**config.mk**
```make
export PLATFORM = sky130hd
export DESIGN_NAME = mem_arbiter
export DESIGN_NICKNAME = d
export VERILOG_FILES = /design/src/rtl/mem_arbiter.sv
export SDC_FILE = /design/constraint.sdc
export NUM_CORES = 1
export LEC_CHECK = 0
export ABC_AREA = 1
export CAP_MARGIN = 40
export CORE_MARGIN = 8
export CORE_UTILIZATION = 46
export CTS_CLUSTER_SIZE = 25
export DETAILED_ROUTE_END_ITERATION = 6
export GPL_TIMING_DRIVEN = 0
export PLACE_DENSITY = 0.83
export SLEW_MARGIN = 10
export SYNTH_ARGS = -nofsm -noshare
export SYNTH_HDL_FRONTEND = slang
export SYNTH_SLANG_ARGS = --single-unit
export TNS_END_PERCENT = 20
```
**constraint.sdc**
```tcl
create_clock -name clk -period 3 [get_ports clk]
set_clock_uncertainty 0.15 [all_clocks]
set_input_delay 0.9 -clock clk [delete_from_list [all_inputs] [get_ports clk]]
set_output_delay 0.9 -clock clk [all_outputs]
set_load 0.02 [all_outputs]
```
**src/rtl/mem_arbiter.sv**
```systemverilog
// Two-port req/ack arbiter in front of a single-port registered-read word memory.
// Define MEM_ARB_RR_EN for round-robin tie-breaking; default is fixed priority (rq0 wins).
module mem_arbiter #(
    parameter int ADDR_W = 8,
    parameter int DATA_W = 32
) (
    input  logic              clk,
    input  logic              rst,
    input  logic              rq0_req,
    input  logic              rq0_write,
    input  logic [ADDR_W-1:0] rq0_addr,
    input  logic [DATA_W-1:0] rq0_wdata,
    output logic              rq0_ack,
    output logic [DATA_W-1:0] rq0_rdata,
    input  logic              rq1_req,
    input  logic              rq1_write,
    input  logic [ADDR_W-1:0] rq1_addr,
    input  logic [DATA_W-1:0] rq1_wdata,
    output logic              rq1_ack,
    output logic [DATA_W-1:0] rq1_rdata,
    output logic              mem_ce,
    output logic              mem_sel,
    output logic              mem_pwrite,
    output logic [ADDR_W-1:0] mem_addr,
    output logic [DATA_W-1:0] mem_wr_data,
    input  logic [DATA_W-1:0] mem_rd_data
);

    typedef enum logic [1:0] {IDLE, ISSUE, WAIT, RESP} state_t;

    state_t              r_state, w_state_nxt;
    logic                r_grant, w_grant_nxt;
    logic                r_last_grant, w_last_grant_nxt;
    logic                r_is_write, w_is_write_nxt;
    logic                r_mem_ce, w_mem_ce_nxt;
    logic                r_mem_sel, w_mem_sel_nxt;
    logic                r_mem_pwrite, w_mem_pwrite_nxt;
    logic [ADDR_W-1:0]   r_mem_addr, w_mem_addr_nxt;
    logic [DATA_W-1:0]   r_mem_wr_data, w_mem_wr_data_nxt;
    logic                r_rq0_ack, w_rq0_ack_nxt;
    logic                r_rq1_ack, w_rq1_ack_nxt;
    logic [DATA_W-1:0]   r_rq0_rdata, w_rq0_rdata_nxt;
    logic [DATA_W-1:0]   r_rq1_rdata, w_rq1_rdata_nxt;
    logic                w_win;

    // w_win: 0 selects rq0, 1 selects rq1; only meaningful when some request is high.
    always_comb begin
`ifdef MEM_ARB_RR_EN
        if (rq0_req && rq1_req) begin
            w_win = ~r_last_grant;
        end else begin
            w_win = ~rq0_req;
        end
`else
        w_win = ~rq0_req;
`endif
    end

    always_comb begin
        w_state_nxt       = r_state;
        w_grant_nxt       = r_grant;
        w_last_grant_nxt  = r_last_grant;
        w_is_write_nxt    = r_is_write;
        w_mem_ce_nxt      = 1'b0;
        w_mem_sel_nxt     = 1'b1;
        w_mem_pwrite_nxt  = 1'b0;
        w_mem_addr_nxt    = r_mem_addr;
        w_mem_wr_data_nxt = r_mem_wr_data;
        w_rq0_ack_nxt     = 1'b0;
        w_rq1_ack_nxt     = 1'b0;
        w_rq0_rdata_nxt   = r_rq0_rdata;
        w_rq1_rdata_nxt   = r_rq1_rdata;

        case (r_state)
            IDLE: begin
                if (rq0_req || rq1_req) begin
                    w_grant_nxt       = w_win;
                    w_last_grant_nxt  = w_win;
                    w_is_write_nxt    = w_win ? rq1_write : rq0_write;
                    w_mem_ce_nxt      = 1'b1;
                    w_mem_sel_nxt     = 1'b0;
                    w_mem_pwrite_nxt  = w_win ? rq1_write : rq0_write;
                    w_mem_addr_nxt    = w_win ? rq1_addr  : rq0_addr;
                    w_mem_wr_data_nxt = w_win ? rq1_wdata : rq0_wdata;
                    w_state_nxt       = ISSUE;
                end
            end
            ISSUE: begin
                w_state_nxt = WAIT;
            end
            // Registered memory read data is valid during WAIT.
            WAIT: begin
                if (!r_is_write) begin
                    if (r_grant) begin
                        w_rq1_rdata_nxt = mem_rd_data;
                    end else begin
                        w_rq0_rdata_nxt = mem_rd_data;
                    end
                end
                w_rq0_ack_nxt = ~r_grant;
                w_rq1_ack_nxt = r_grant;
                w_state_nxt   = RESP;
            end
            RESP: begin
                w_state_nxt = IDLE;
            end
            default: begin
                w_state_nxt = IDLE;
            end
        endcase
    end

    always_ff @(posedge clk) begin
        if (rst) begin
            r_state       <= IDLE;
            r_grant       <= 1'b0;
            r_last_grant  <= 1'b1;
            r_is_write    <= 1'b0;
            r_mem_ce      <= 1'b0;
            r_mem_sel     <= 1'b1;
            r_mem_pwrite  <= 1'b0;
            r_mem_addr    <= '0;
            r_mem_wr_data <= '0;
            r_rq0_ack     <= 1'b0;
            r_rq1_ack     <= 1'b0;
            r_rq0_rdata   <= '0;
            r_rq1_rdata   <= '0;
        end else begin
            r_state       <= w_state_nxt;
            r_grant       <= w_grant_nxt;
            r_last_grant  <= w_last_grant_nxt;
            r_is_write    <= w_is_write_nxt;
            r_mem_ce      <= w_mem_ce_nxt;
            r_mem_sel     <= w_mem_sel_nxt;
            r_mem_pwrite  <= w_mem_pwrite_nxt;
            r_mem_addr    <= w_mem_addr_nxt;
            r_mem_wr_data <= w_mem_wr_data_nxt;
            r_rq0_ack     <= w_rq0_ack_nxt;
            r_rq1_ack     <= w_rq1_ack_nxt;
            r_rq0_rdata   <= w_rq0_rdata_nxt;
            r_rq1_rdata   <= w_rq1_rdata_nxt;
        end
    end

    assign mem_ce      = r_mem_ce;
    assign mem_sel     = r_mem_sel;
    assign mem_pwrite  = r_mem_pwrite;
    assign mem_addr    = r_mem_addr;
    assign mem_wr_data = r_mem_wr_data;
    assign rq0_ack     = r_rq0_ack;
    assign rq1_ack     = r_rq1_ack;
    assign rq0_rdata   = r_rq0_rdata;
    assign rq1_rdata   = r_rq1_rdata;

endmodule

```
# Word level (Yosys, flattened, before mapping)
# Cells that the tools add are included.
# word_totals
reg_bits	113
in_bits	118
out_inout_bits	109
# classes
muxes	7
bitwise_logic	6
eq_ne	4
n_reduce_logical	8
# op_table
cell	n
$mux 32	1
$mux 8	1
$pmux 2 s4	1
$not 1->1	6
$reduce_and 3->1	2
$eq 2x2->1 const B	2
$reduce_or 2->1	2
$mux 1	3
$reduce_or 3->1	1
$eq 2x1->1 const B	1
$logic_not 2->1	1
$mux 2	1
$ne 2x2->1 const B	1
$reduce_and 2->1	1
$logic_or 1x1->1	1

# Logic depth before layout (Yosys ltp)
# Gate-level depths: netlist (run 1).
# depth
ltp_word	3
ltp_mapped	9

# Worst setup path before layout (run 1)
# OpenSTA, ideal clock, no wires.
# synth_path
kind	input port to flip-flop
startpoint	in rq0_req
endpoint	reg r_mem_wr_data[16], in the netlist mem_wr_data[16]
path_stages	6
setup_slack_ns	1.062
required_ns	2.737
path_buffers	2
t_arrival_ns	1.675
cell_sequence	buf_2 > o21ai_4 > buf_6 > nand2_1 > nand2_1 > nor2_1
# synth_via
elab_chain_cells	2
# synth_rtl
item	line	source
start: declaration	9	input logic rq0_req,
$logic_or 1x1->1	76	if (rq0_req || rq1_req) begin
$reduce_and 2->1 (no source line)	n/a	
end signal: assignment	137	r_mem_wr_data <= w_mem_wr_data_nxt;
end: declaration	39	logic [DATA_W-1:0] r_mem_wr_data, w_mem_wr_data_nxt;
# Several ways; a longest one is shown, not always the timed one.
# A chain may end at the register's enable or synchronous reset.

# Worst setup path in the final report (run 1)
# layout_path
startpoint	reg r_rq1_rdata[31], in the netlist rq1_rdata[31]
endpoint	out rq1_rdata[31]
# layout_rtl
item	line	source
start: declaration	43	logic [DATA_W-1:0] r_rq1_rdata, w_rq1_rdata_nxt;
start signal: assignment	141	r_rq1_rdata <= w_rq1_rdata_nxt;
end: declaration	20	output logic [DATA_W-1:0] rq1_rdata,
# No word-level cell between the ends.

==> metrics list, run 1 <==
- Pin count of the biggest net entering global routing: 17
* Hold buffers post-CTS: 0
- Count of nets after finishing: 1171
- The final route contains 5524 vias.
- Peak supply drop: 505 uV
* DRC violation count after routing: 0
- Data on the critical path is required at its endpoint by 1.95 ns.
- Maximum frequency from static timing analysis: 391 MHz
* # rows: 38
- Of the available clock period, the critical path in the final layout requires 0.852.
- Leakage: 3.95 nW
- Iteration-0 DRC count of the detailed router: 430
- Total count of hold-check failures in the final report: 0
- By count the netlist is led by sky130_fd_sc_hd__nand2_1, sky130_fd_sc_hd__nor2_1, sky130_fd_sc_hd__dfxtp_1, sky130_fd_sc_hd__inv_1, sky130_fd_sc_hd__nand3b_1.
- In the synthesized netlist the dominant register cell turns out to be sky130_fd_sc_hd__dfxtp_1.
- Power Density: 845 nW/um^2
* Crit Reg-Reg Startpoint: r_state[0]
- Number of antenna violations at the first check in global routing: 1
- The worst setup path is launched from a register.
- Of the synthesized area, sequential elements account for 0.439.
* Crit-path leading delay family: buffers and inverters
* Slowest stage delay, CP: 0.66 ns
* Register-to-register setup slack: 1.25 ns
- Number of post-CTS setup repair buffers: 0
- Wires add up to 16.8 mm.
* Outcome: completed
* Final count of pins violating max slew: 0
- Wire length of the first global-routing pass: 26.4 mm
- Die Ht: 122 um
* Count of TritonRoute iterations in the first routing pass: 5
* Number of port buffers: 225
* Vias per Instance: 4.59
- On the critical path, the stage with the largest delay is an instance of sky130_fd_sc_hd__clkdlybuf4s50_1.
- No sink is reached through more buffers than the 2 on the longest clock path.
- Cell depth of the worst hold path: 2
- In this run the clock root is driven by a sky130_fd_sc_hd__clkbuf_8.
- After clock tree synthesis, the clock-pin slew on the worst setup and hold paths is 0.06 ns.
- Netlist cell types: 19
- 227 I/O pins were placed.
- Synthesis produced a netlist with a net count of 927.
- Summed over all nets, the half-perimeter wirelength after detailed placement is 12.5 mm.
- Antenna violation net count after detailed routing: 0
* Fraction of the core area covered by cells at the end of the flow: 0.755
* EDFF count, synth: 0
- The count of cells in the finished layout, fillers not included, comes to 1203.
- Floorplan die area: 14900 um^2
- Global Route Usage Sum: 0.224
* Category of the worst setup path capture point: primary output
- The via count of the first global-routing pass was 5375.
- Setup violations remaining at the end of the flow were counted as 0.
- Number of buffers created by CTS: 17
- In this run, placement finished with an instance count of 1171.
* Worst Min Path Start: rq0_rdata[19]
- Subtracting the final worst setup slack from the clock period gives 2.56 ns.
- Post-synthesis async set-or-reset flop share: 0
* Largest area contributor in the synthesized netlist: sky130_fd_sc_hd__dfxtp_1
- Netlist area before placement: 5160 um^2
- Initial core utilization: 0.474
* Post-route cell area: 8220 um^2
- Depth of the worst register-to-register path: 8
- The path class of the tightest hold or removal check is register to register.
- The placed instances occupy a cell area of 7580 um^2.
* Synth Instances: 806
- Category of the most critical setup path: register to primary output
- Total negative slack: 0 ns
* Number of register bits inferred by synthesis: 113
- Share of layout cells above drive strength 1: 0.0612
- Post-DR wirelength/cell: 14.0 um
- Hold path endpoint: rq0_rdata[19]
- RSZ-0062 raised after global routing: no
- Largest driver fanout on the critical path: 2
* Area share of the largest cell type after synthesis: 0.439
- TritonCTS built the clock tree.
- Most common cell in the netlist: sky130_fd_sc_hd__nand2_1
- Arrival time at the worst endpoint: 1.51 ns
- The core region is 10900 um^2.
- Post-synthesis average cell area: 6.40 um^2
* Max-slew headroom: 0.637
- Quantity of gates resized following cts: 0
- The later pin in the worst-skew pair is clocked with a latency of 0.52 ns.
* Placer congestion estimate: 0.824
* Max-cap violation count: 0
- During synthesis, Yosys emitted a total of 0 warnings.
- Clock tree synthesis found a total of 113 sinks.
- Most area-consuming cells after synthesis: sky130_fd_sc_hd__dfxtp_1, sky130_fd_sc_hd__nand2_1, sky130_fd_sc_hd__nor2_1
- The clock tree synthesis step divided the H-tree into 4 levels.
* GR Overflow Total: 0
- Counting the fill cells in the layout gives 847.
* Horiz. Die Dim: 122 um
- Cell chain of the critical path: clkdlybuf4s50_1
- Relative to the synthesized area, the layout overhead comes to 59.4%.
* Number of buffers and inverters on the critical path: 1
* Worst slew pin tran: 0.544 ns
- The endpoint identified for the worst register-to-register timing path is rq0_rdata[12].
power by group:
part / internal [mW] / total [mW] / switching, mW / leakage, nW
combinational: 1.20 / 2.74 / 1.54 / 2.72
clock: 1.45 / 2.15 / 0.696 / 0.305
sequential: 1.87 / 2.06 / 0.188 / 0.926
total: 4.52 / 6.95 / 2.43 / 3.95
layer usage:
metal  share of wire  track usage  vias up  wire length [um]
met5               0            0        -                 0
met4           0.034        0.101        0               571
met3           0.094       0.0838       37              1590
met2            0.48        0.372      192              8000
met1            0.40        0.251     2442              6690
li1                -            -     2853                 -
flip-flops by register name, indices dropped and copies added, names as in the netlist, 2 cells and up:
| signal | flops |
|---|---|
| mem_wr_data | 32 |
| rq0_rdata | 32 |
| rq1_rdata | 32 |
| mem_addr | 8 |
| r_state | 2 |
final cells by class:
type	count	area (um^2)	area share
clock inverters	9	153	0.0186
multi-input cells	569	2320	0.282
repair buffers	225	2250	0.274
flip-flops and latches	113	2260	0.275
well taps	140	175	0.0213
clock buffers	22	483	0.0587
plain buffers	45	278	0.0338
diodes	1	2.50	0.000304
inverters	79	297	0.0361
stage by stage:
step                      setup slack (ns)  hold slack [ns]  total power [mW]
after floorplan                       1.06            0.345              3.64
final                                0.443            0.315              6.95
after detailed placement             0.449            0.306              4.82
after CTS                            0.418            0.320              6.99
after global routing                 0.397            0.338              7.33
after global placement               0.457            0.297              4.77
worst max-delay path by stage:
stage,to,start,cells past startpoint
6_report,rq1_rdata[31],rq1_rdata[31],1
5_1_grt,rq0_rdata[31],rq0_rdata[31],1
3_5_place_dp,rq0_rdata[25],rst,5
3_3_place_gp,mem_wr_data[11],rst,6
2_1_floorplan,mem_wr_data[16],rq0_req,6
4_1_cts,rq0_rdata[31],rq0_rdata[31],1
logic make-up (layout without fill, tap and decap cells):
group                    after synthesis  count (layout)  share of synthesized area
adder cells (fa/ha/maj)                3               3                    0.00728
buffers and inverters                124             380                      0.111
flip-flops                           113             113                      0.439
AND/OR/NAND/NOR                      564             564                      0.439
other                                  0               1                          0
AO/OA/AOI/OAI                          2               2                    0.00412
layout by cell type (no fill, tap or decap), types with 2 or more instances in the layout:
cell type / instances
sky130_fd_sc_hd__clkbuf_8: 6
sky130_fd_sc_hd__nor2_1: 219
sky130_fd_sc_hd__clkbuf_16: 16
sky130_fd_sc_hd__dfxtp_1: 113
sky130_fd_sc_hd__buf_2: 18
sky130_fd_sc_hd__clkdlybuf4s50_1: 225
sky130_fd_sc_hd__nand2_1: 305
sky130_fd_sc_hd__clkbuf_1: 7
sky130_fd_sc_hd__buf_1: 8
sky130_fd_sc_hd__buf_6: 11
sky130_fd_sc_hd__bufinv_16: 4
sky130_fd_sc_hd__clkinvlp_4: 3
sky130_fd_sc_hd__nand3_1: 3
sky130_fd_sc_hd__clkinv_2: 2
sky130_fd_sc_hd__nand3b_1: 33
sky130_fd_sc_hd__ha_1: 3
sky130_fd_sc_hd__inv_1: 77
sky130_fd_sc_hd__nor3_1: 2
No activity file was read; power rests on OpenSTA's default activity.
==> inputs of run 2 (changes only) <==
CORE_ASPECT_RATIO = 0.9   (was not set)
CORE_MARGIN = not set   (was 8)
==> metrics list, run 2 (same netlist as run 1, synthesis figures left out) <==
* Horiz. Die Dim: 114 um (was 122 um)
- Tightest Hold Check Type: register to register (unchanged)
- Number of buffers and inverters on the critical path: 1 (unchanged)
* Vias: 5496 (was 5524)
- Quantity of gates resized following cts: 0 (unchanged)
- Number of buffers created by CTS: 17 (unchanged)
- The I/O pin total was 227 (unchanged).
* Worst slew pin tran: 0.551 ns (was 0.544 ns)
- The routability-driven placement congestion ratio came to 0.792 (was 0.824).
- Clock tree from TritonCTS: built (unchanged)
- The origin of the worst min-delay path is rq0_rdata[31] (was rq0_rdata[19]).
- The required arrival time at the worst endpoint came to 1.95 ns (about the same).
* Reg-to-reg endpoint: rq0_rdata[28] (was rq0_rdata[12])
- Outcome: completed (unchanged).
* Most common cell after layout, fill and taps aside: sky130_fd_sc_hd__nand2_1 (unchanged)
* Final Power: 6.74 mW (was 6.95 mW)
- The floorplan core area came to 10900 um^2 (about the same).
- The library cell used as clock root buffer was sky130_fd_sc_hd__clkbuf_16 (was sky130_fd_sc_hd__clkbuf_8).
* Max-slew headroom: 0.633 (was 0.637)
* Slowest stage delay, CP: 0.65 ns (was 0.66 ns)
- The signal arrival time at the worst endpoint is 1.40 ns (was 1.51 ns).
- The category of the worst setup path launch point was a register (unchanged).
- Count of TritonRoute iterations in the first routing pass: 4 (was 5)
- The terminating pin of the worst hold path is rq0_rdata[31] (was rq0_rdata[19]).
* Total count of hold-check failures in the final report: 0 (unchanged)
- Final instance count without filler cells: 1215 (was 1203)
- The number of nets with antenna violations after routing is 0 (unchanged).
- Cell chain of the critical path: clkdlybuf4s50_1 (unchanged).
- The depth of the most critical reg-to-reg path is 8 (unchanged).
* Launch point of the critical path: mem_wr_data[6] (was rq1_rdata[31])
- Cell depth of the worst hold path: 2 (unchanged)
- The total non-filler cell area in the finished layout is 8180 um^2 (was 8220 um^2).
- Number of post-CTS setup repair buffers: 0 (unchanged)
* Register-to-register setup slack: 1.22 ns (was 1.25 ns)
* Crit-path leading delay family: buffers and inverters (unchanged)
* Final cycle utilization of the critical path: 0.817 (was 0.852)
- Floorplan die area: 11600 um^2 (was 14900 um^2)
- Area delta synth->final: 58.7% (was 59.4%)
- The fraction of layout instances using a drive strength above 1 was 0.0602 (was 0.0612).
- Via count of the first global-routing pass: 5209 (was 5375)
- Leakage: 3.93 nW (was 3.95 nW)
- The nature of the critical path endpoint was a primary output (unchanged).
- The maximum resistive drop on vdd was 447 uV (was 505 uV).
* GR Overflow Total: 0 (unchanged)
- The number of port buffers is 225 (unchanged).
* Post-DR wirelength/cell: 12.5 um (was 14.0 um)
- The critical path's slowest cell is sky130_fd_sc_hd__clkdlybuf4s50_1 (unchanged).
- Max-cap violation count: 0 (unchanged)
- Number of antenna violations at the first check in global routing: 0 (was 1)
- Final count of pins violating max slew: 0 (unchanged)
* Highest-count cells in the layout ignoring fill and taps: sky130_fd_sc_hd__nand2_1, sky130_fd_sc_hd__clkdlybuf4s50_1, sky130_fd_sc_hd__nor2_1 (unchanged)
* Global Route Usage Sum: 0.271 (was 0.224)
- Routed wire length: 15.2 mm (was 16.8 mm)
- The total number of placement rows came to 36 (was 38).
- Detailed Place HPWL: 11.0 mm (was 12.5 mm)
- The final-stage net count is 1171 (unchanged).
- Total negative slack: 0 ns (unchanged)
- Iteration-0 DRC count of the detailed router: 256 (was 430)
* Pin count of the biggest net entering global routing: 17 (unchanged)
- The shortest period the worst path allows came to 2.45 ns (was 2.56 ns).
- Crit Reg-Reg Startpoint: r_state[0] (unchanged)
* Sink Count: 113 (unchanged)
* Category of the most critical setup path: register to primary output (unchanged)
- Final number of setup-violating endpoints: 0 (unchanged)
- Maximum frequency from static timing analysis: 408 MHz (was 391 MHz)
* DRC violation count after routing: 0 (unchanged)
- The clock edge transition at the registers on the reported setup and hold paths came to 0.06 ns (about the same).
* # placed instances: 1183 (was 1171)
* CTS H-tree depth: 4 (unchanged)
* Antenna Diode Count: 0 (was 1)
- The number of hold buffers added after cts was 0 (unchanged).
- Initial core utilization: 0.475 (was 0.474)
* Die Ht: 102 um (was 122 um)
- Placed standard-cell area: 7600 um^2 (was 7580 um^2)
- The largest fanout on the critical path came to 2 (unchanged).
- The vias per cell was 4.52 (was 4.59).
- The worst-skew pair later-pin latency came to 0.40 ns (was 0.52 ns).
- The buffer depth of the longest clock path was 2 (unchanged).
- Fraction of the core area covered by cells at the end of the flow: 0.754 (was 0.755)
- RSZ-0062 raised after global routing: no (unchanged).
- Power Density: 823 nW/um^2 (was 845 nW/um^2)
* Wire length of the first global-routing pass: 24.4 mm (was 26.4 mm)
[run 2: changes by cell type in the layout (fill, tap and decap cells not counted)]
cell	before	now
sky130_fd_sc_hd__diode_2	1	0
sky130_fd_sc_hd__clkbuf_16	16	17
sky130_fd_sc_hd__clkbuf_8	6	3
sky130_fd_sc_hd__clkinv_2	2	5
sky130_fd_sc_hd__clkinvlp_4	3	2
sky130_fd_sc_hd__clkinv_4	0	1
sky130_fd_sc_hd__clkbuf_1	7	9
sky130_fd_sc_hd__bufinv_16	4	2
[run 2: cell type report]
class                      count  area (um^2)
timing repair buffer         225         2250
buffer                        45          278
clock buffer                  22          474
sequential                   113         2260
multi-input combinational    569         2320
tap                          152          190
inverter                      79          297
fill                         893         2670
clock inverter                10          109
[run 2: where the power goes]
part / switching (mW) / leakage, nW / internal [mW]
combinational: 1.51 / 2.72 / 1.20
clock: 0.684 / 0.286 / 1.28
sequential: 0.190 / 0.926 / 1.87
[run 2: metal layers]
layer / wire length, um / vias to the layer above / global-route usage
li1: - / 2856 / -
met1: 6610 / 2434 / 0.314
met2: 7280 / 181 / 0.472
met3: 1030 / 25 / 0.0807
met4: 278 / 0 / 0.110
met5: 0 / - / 0
[run 2: how the worst max path moves through the flow]
stage / cells after the start / to
2_1_floorplan: 6 / mem_wr_data[16]
3_3_place_gp: 6 / mem_wr_data[11]
3_5_place_dp: 6 / mem_wr_data[6]
4_1_cts: 1 / rq1_rdata[14]
5_1_grt: 1 / mem_addr[7]
6_report: 1 / mem_wr_data[6]
[run 2: stage by stage]
step	setup WS, ns	hold slack, ns
2_1_floorplan	1.06	0.345
3_3_place_gp	0.502	0.296
3_5_place_dp	0.479	0.309
4_1_cts	0.554	0.322
5_1_grt	0.509	0.351
6_report	0.548	0.317
[run 2: worst min-delay path, cell delays in order, from the launching register on]
cell	delay [ns]
sky130_fd_sc_hd__dfxtp_1	0.32
sky130_fd_sc_hd__nor2_1	0.05
sky130_fd_sc_hd__nor2_1	0.07
==> inputs of run 3 (changes only) <==
CORE_UTILIZATION = 42   (was 46)
PLACE_DENSITY = 0.76   (was 0.83)
clock period = 2.37 ns   (was 3 ns; I/O delays follow)
==> metrics list, run 3 (same netlist as run 1, synthesis figures left out) <==
- The power density over the cells came to 1040 nW/um^2 (was 823 nW/um^2).
* Highest-count cells in the layout ignoring fill and taps: sky130_fd_sc_hd__nand2_1, sky130_fd_sc_hd__clkdlybuf4s50_1, sky130_fd_sc_hd__nor2_1 (unchanged)
* Post-DR wirelength/cell: 12.2 um (was 12.5 um)
- Category of the worst setup path capture point: primary output (unchanged)
* Most Crowded Layer GR: met2 (unchanged)
- DRC violation count after routing: 0 (unchanged)
- Hold path endpoint: rq0_rdata[31] (unchanged)
- The most frequent standard cell in the layout excluding fill and tap cells is sky130_fd_sc_hd__nand2_1 (unchanged).
* Via count of the first global-routing pass: 5015 (was 5209)
- The number of DRC violations after detailed-routing iteration 0 was 382 (was 256).
- Required time worst endpoint: 1.51 ns (was 1.95 ns)
* Final period demand of the worst path: 2.25 ns
* Quantity of gates resized following cts: 0 (unchanged)
- The final-report max-slew violation count was 0 (unchanged).
- Cell depth of the worst hold path: 2 (unchanged)
- The floorplan core area was 12000 um^2 (was 10900 um^2).
* Peak supply drop: 502 uV (was 447 uV)
- Number of top-level pins: 227 (unchanged)
* Max-slew headroom: 0.642 (was 0.633)
- For this run, the top clock speed supported by timing is 444 MHz.
* GR Layer Usage met3: 0.0739 (was 0.0807)
* Comb pwr share: 0.401 (was 0.402)
- Final cycle utilization of the critical path: 0.949
- The filler cell count is 1117 (was 893).
- Count of TritonRoute iterations in the first routing pass: 5 (was 4)
- Number of antenna violations at the first check in global routing: 1 (was 0)
- Cell chain of the critical path: clkdlybuf4s50_1 (unchanged).
* Antenna violation net count after detailed routing: 0 (unchanged)
* Final hold slack: 0.313 ns (was 0.317 ns)
- The area taken by flip-flops and latches came to 2260 um^2 (unchanged).
- The depth of the most critical reg-to-reg path is 8 (unchanged).
- The category of the worst setup path launch point is a register (unchanged).
* Horiz. Die Dim: 119 um (was 114 um)
- GR Overflow Total: 0 (unchanged)
- The number of max-capacitance violations reported is 0 (unchanged).
- The y dimension of the die is 107 um (was 102 um).
- Total negative slack: 0 ns (unchanged)
- The origin of the worst min-delay path was rq0_rdata[31] (unchanged).
- The signal arrival time at the worst endpoint is 1.39 ns (was 1.40 ns).
* Fraction of power spent switching nets: 0.354 (about the same)
- Number of buffers created by CTS: 17 (unchanged)
* Met1 usage: 0.293 (was 0.314)
- Worst slew pin tran: 0.538 ns (was 0.551 ns)
* Detailed Place HPWL: 11.0 mm (about the same)
- Reg-to-reg endpoint: rq0_rdata[24] (was rq0_rdata[28])
- The effective utilization at floorplan came to 0.429 (was 0.475).
* CTS Root Cell: sky130_fd_sc_hd__clkbuf_16 (unchanged)
- Register-to-register setup slack: 0.59 ns (was 1.22 ns)
* Global Route Usage Sum: 0.242 (was 0.271)
- Area delta synth->final: 58.7% (about the same)
- The number of setup buffers added after CTS came to 0 (unchanged).
- The cell family with the largest share of critical-path delay is buffers and inverters (unchanged).
* CTS H-tree depth: 4 (unchanged)
- The sequential share of power was 0.307 (about the same).
* Vias: 5414 (was 5496)
- The area of combinational cells with multiple inputs was 2320 um^2 (unchanged).
- The number of hold buffers added after cts came to 0 (unchanged).
- The largest fanout on the critical path came to 2 (unchanged).
* # rows: 38 (was 36)
- The largest net degree at the start of global routing was 17 (unchanged).
* Sink Count: 113 (unchanged)
* Clock latency at the later pin of the worst-skew pair: 0.40 ns (about the same)
- Fraction of power consumed by the clock network: 0.291 (was 0.292)
* Clk buf depth: 2 (unchanged)
- Power dissipated by switching net loads: 3.01 mW (was 2.38 mW)
* Count of nets after finishing: 1171 (unchanged)
- Tightest Hold Check Type: register to register (unchanged)
* Internal Dissipation: 5.48 mW (was 4.35 mW)
* Met2 GRT Util: 0.397 (was 0.472)
* Number of port buffers: 225 (unchanged)
* Vias per Instance: 4.42 (was 4.52)
* Routed wire length: 14.9 mm (was 15.2 mm)
- The number of cells on the critical path came to 1 (unchanged).
- Slowest stage delay, CP: 0.64 ns (was 0.65 ns)
* Placer congestion estimate: 0.798 (was 0.792)
* Number of buffers and inverters on the critical path: 1 (unchanged)
* Crit Reg-Reg Startpoint: r_state[0] (unchanged)
- The TritonCTS clock tree is built (unchanged).
* Floorplan die area: 12700 um^2 (was 11600 um^2)
- The count of endpoints failing hold in the final timing report was 0 (unchanged).
* Category of the most critical setup path: register to primary output (unchanged)
- Leakage: 3.92 nW (was 3.93 nW)
- Share of layout cells above drive strength 1: 0.0593 (was 0.0602)
* Cell type of the slowest stage on the worst timing path: sky130_fd_sc_hd__clkdlybuf4s50_1 (unchanged)
- The total setup violations reported at the end of the flow came to 0 (unchanged).
- The clock edge transition at the registers on the reported setup and hold paths came to 0.05 ns (was 0.06 ns).
- RSZ-0062 raised after global routing: no (unchanged)
* Wire length of the first global-routing pass: 24.1 mm (was 24.4 mm)
- Outcome: completed (unchanged).
run 3: how the worst max path moves through the flow:
stage,from,endpoint,slack [ns]
2_1_floorplan,rq0_req,mem_wr_data[16],0.62
3_3_place_gp,rst,mem_wr_data[10],0.03
3_5_place_dp,rst,mem_wr_data[14],0.03
4_1_cts,rq0_ack,rq0_ack,0.1
5_1_grt,rq1_rdata[2],rq1_rdata[2],0.08
6_report,rq1_rdata[2],rq1_rdata[2],0.12
run 3: metrics by stage:
step	power, mW	area [um^2]	setup slack, ns	utilization	std cells
5_1_grt	9.04	8190	0.0751	0.681	1224
4_1_cts	8.55	8180	0.0976	0.680	1223
6_report	8.49	8190	0.120	0.681	1224
3_3_place_gp	6.01	7610	0.0336	0.633	1191
2_1_floorplan	4.60	5160	0.621	-	806
3_5_place_dp	6.05	7610	0.0309	0.633	1191
run 3: layout make-up:
| cell class | instances | share of cell area |
|---|---|---|
| antenna | 1 | 0.000306 |
| multi-input combinational | 569 | 0.284 |
| sequential | 113 | 0.276 |
| clock inverter | 10 | 0.0134 |
| clock buffer | 22 | 0.0567 |
| tap | 160 | 0.0245 |
| buffer | 45 | 0.0339 |
| inverter | 79 | 0.0362 |
| timing repair buffer | 225 | 0.275 |
run 3: power groups by stage:
| stage | clock network (mW) | logic, mW | registers (mW) |
|---|---|---|---|
| floorplan | 0 | 1.43 | 3.17 |
| global placement | 0 | 3.38 | 2.63 |
| detailed placement | 0 | 3.40 | 2.65 |
| CTS | 2.50 | 3.43 | 2.61 |
| global route | 2.61 | 3.75 | 2.67 |
| finish | 2.47 | 3.41 | 2.61 |
run 3: per-layer routing:
metal,vias to the layer above,share of wire
li1,2857,-
met1,2363,0.45
met2,171,0.47
met3,23,0.067
met4,0,0.019
met5,-,0
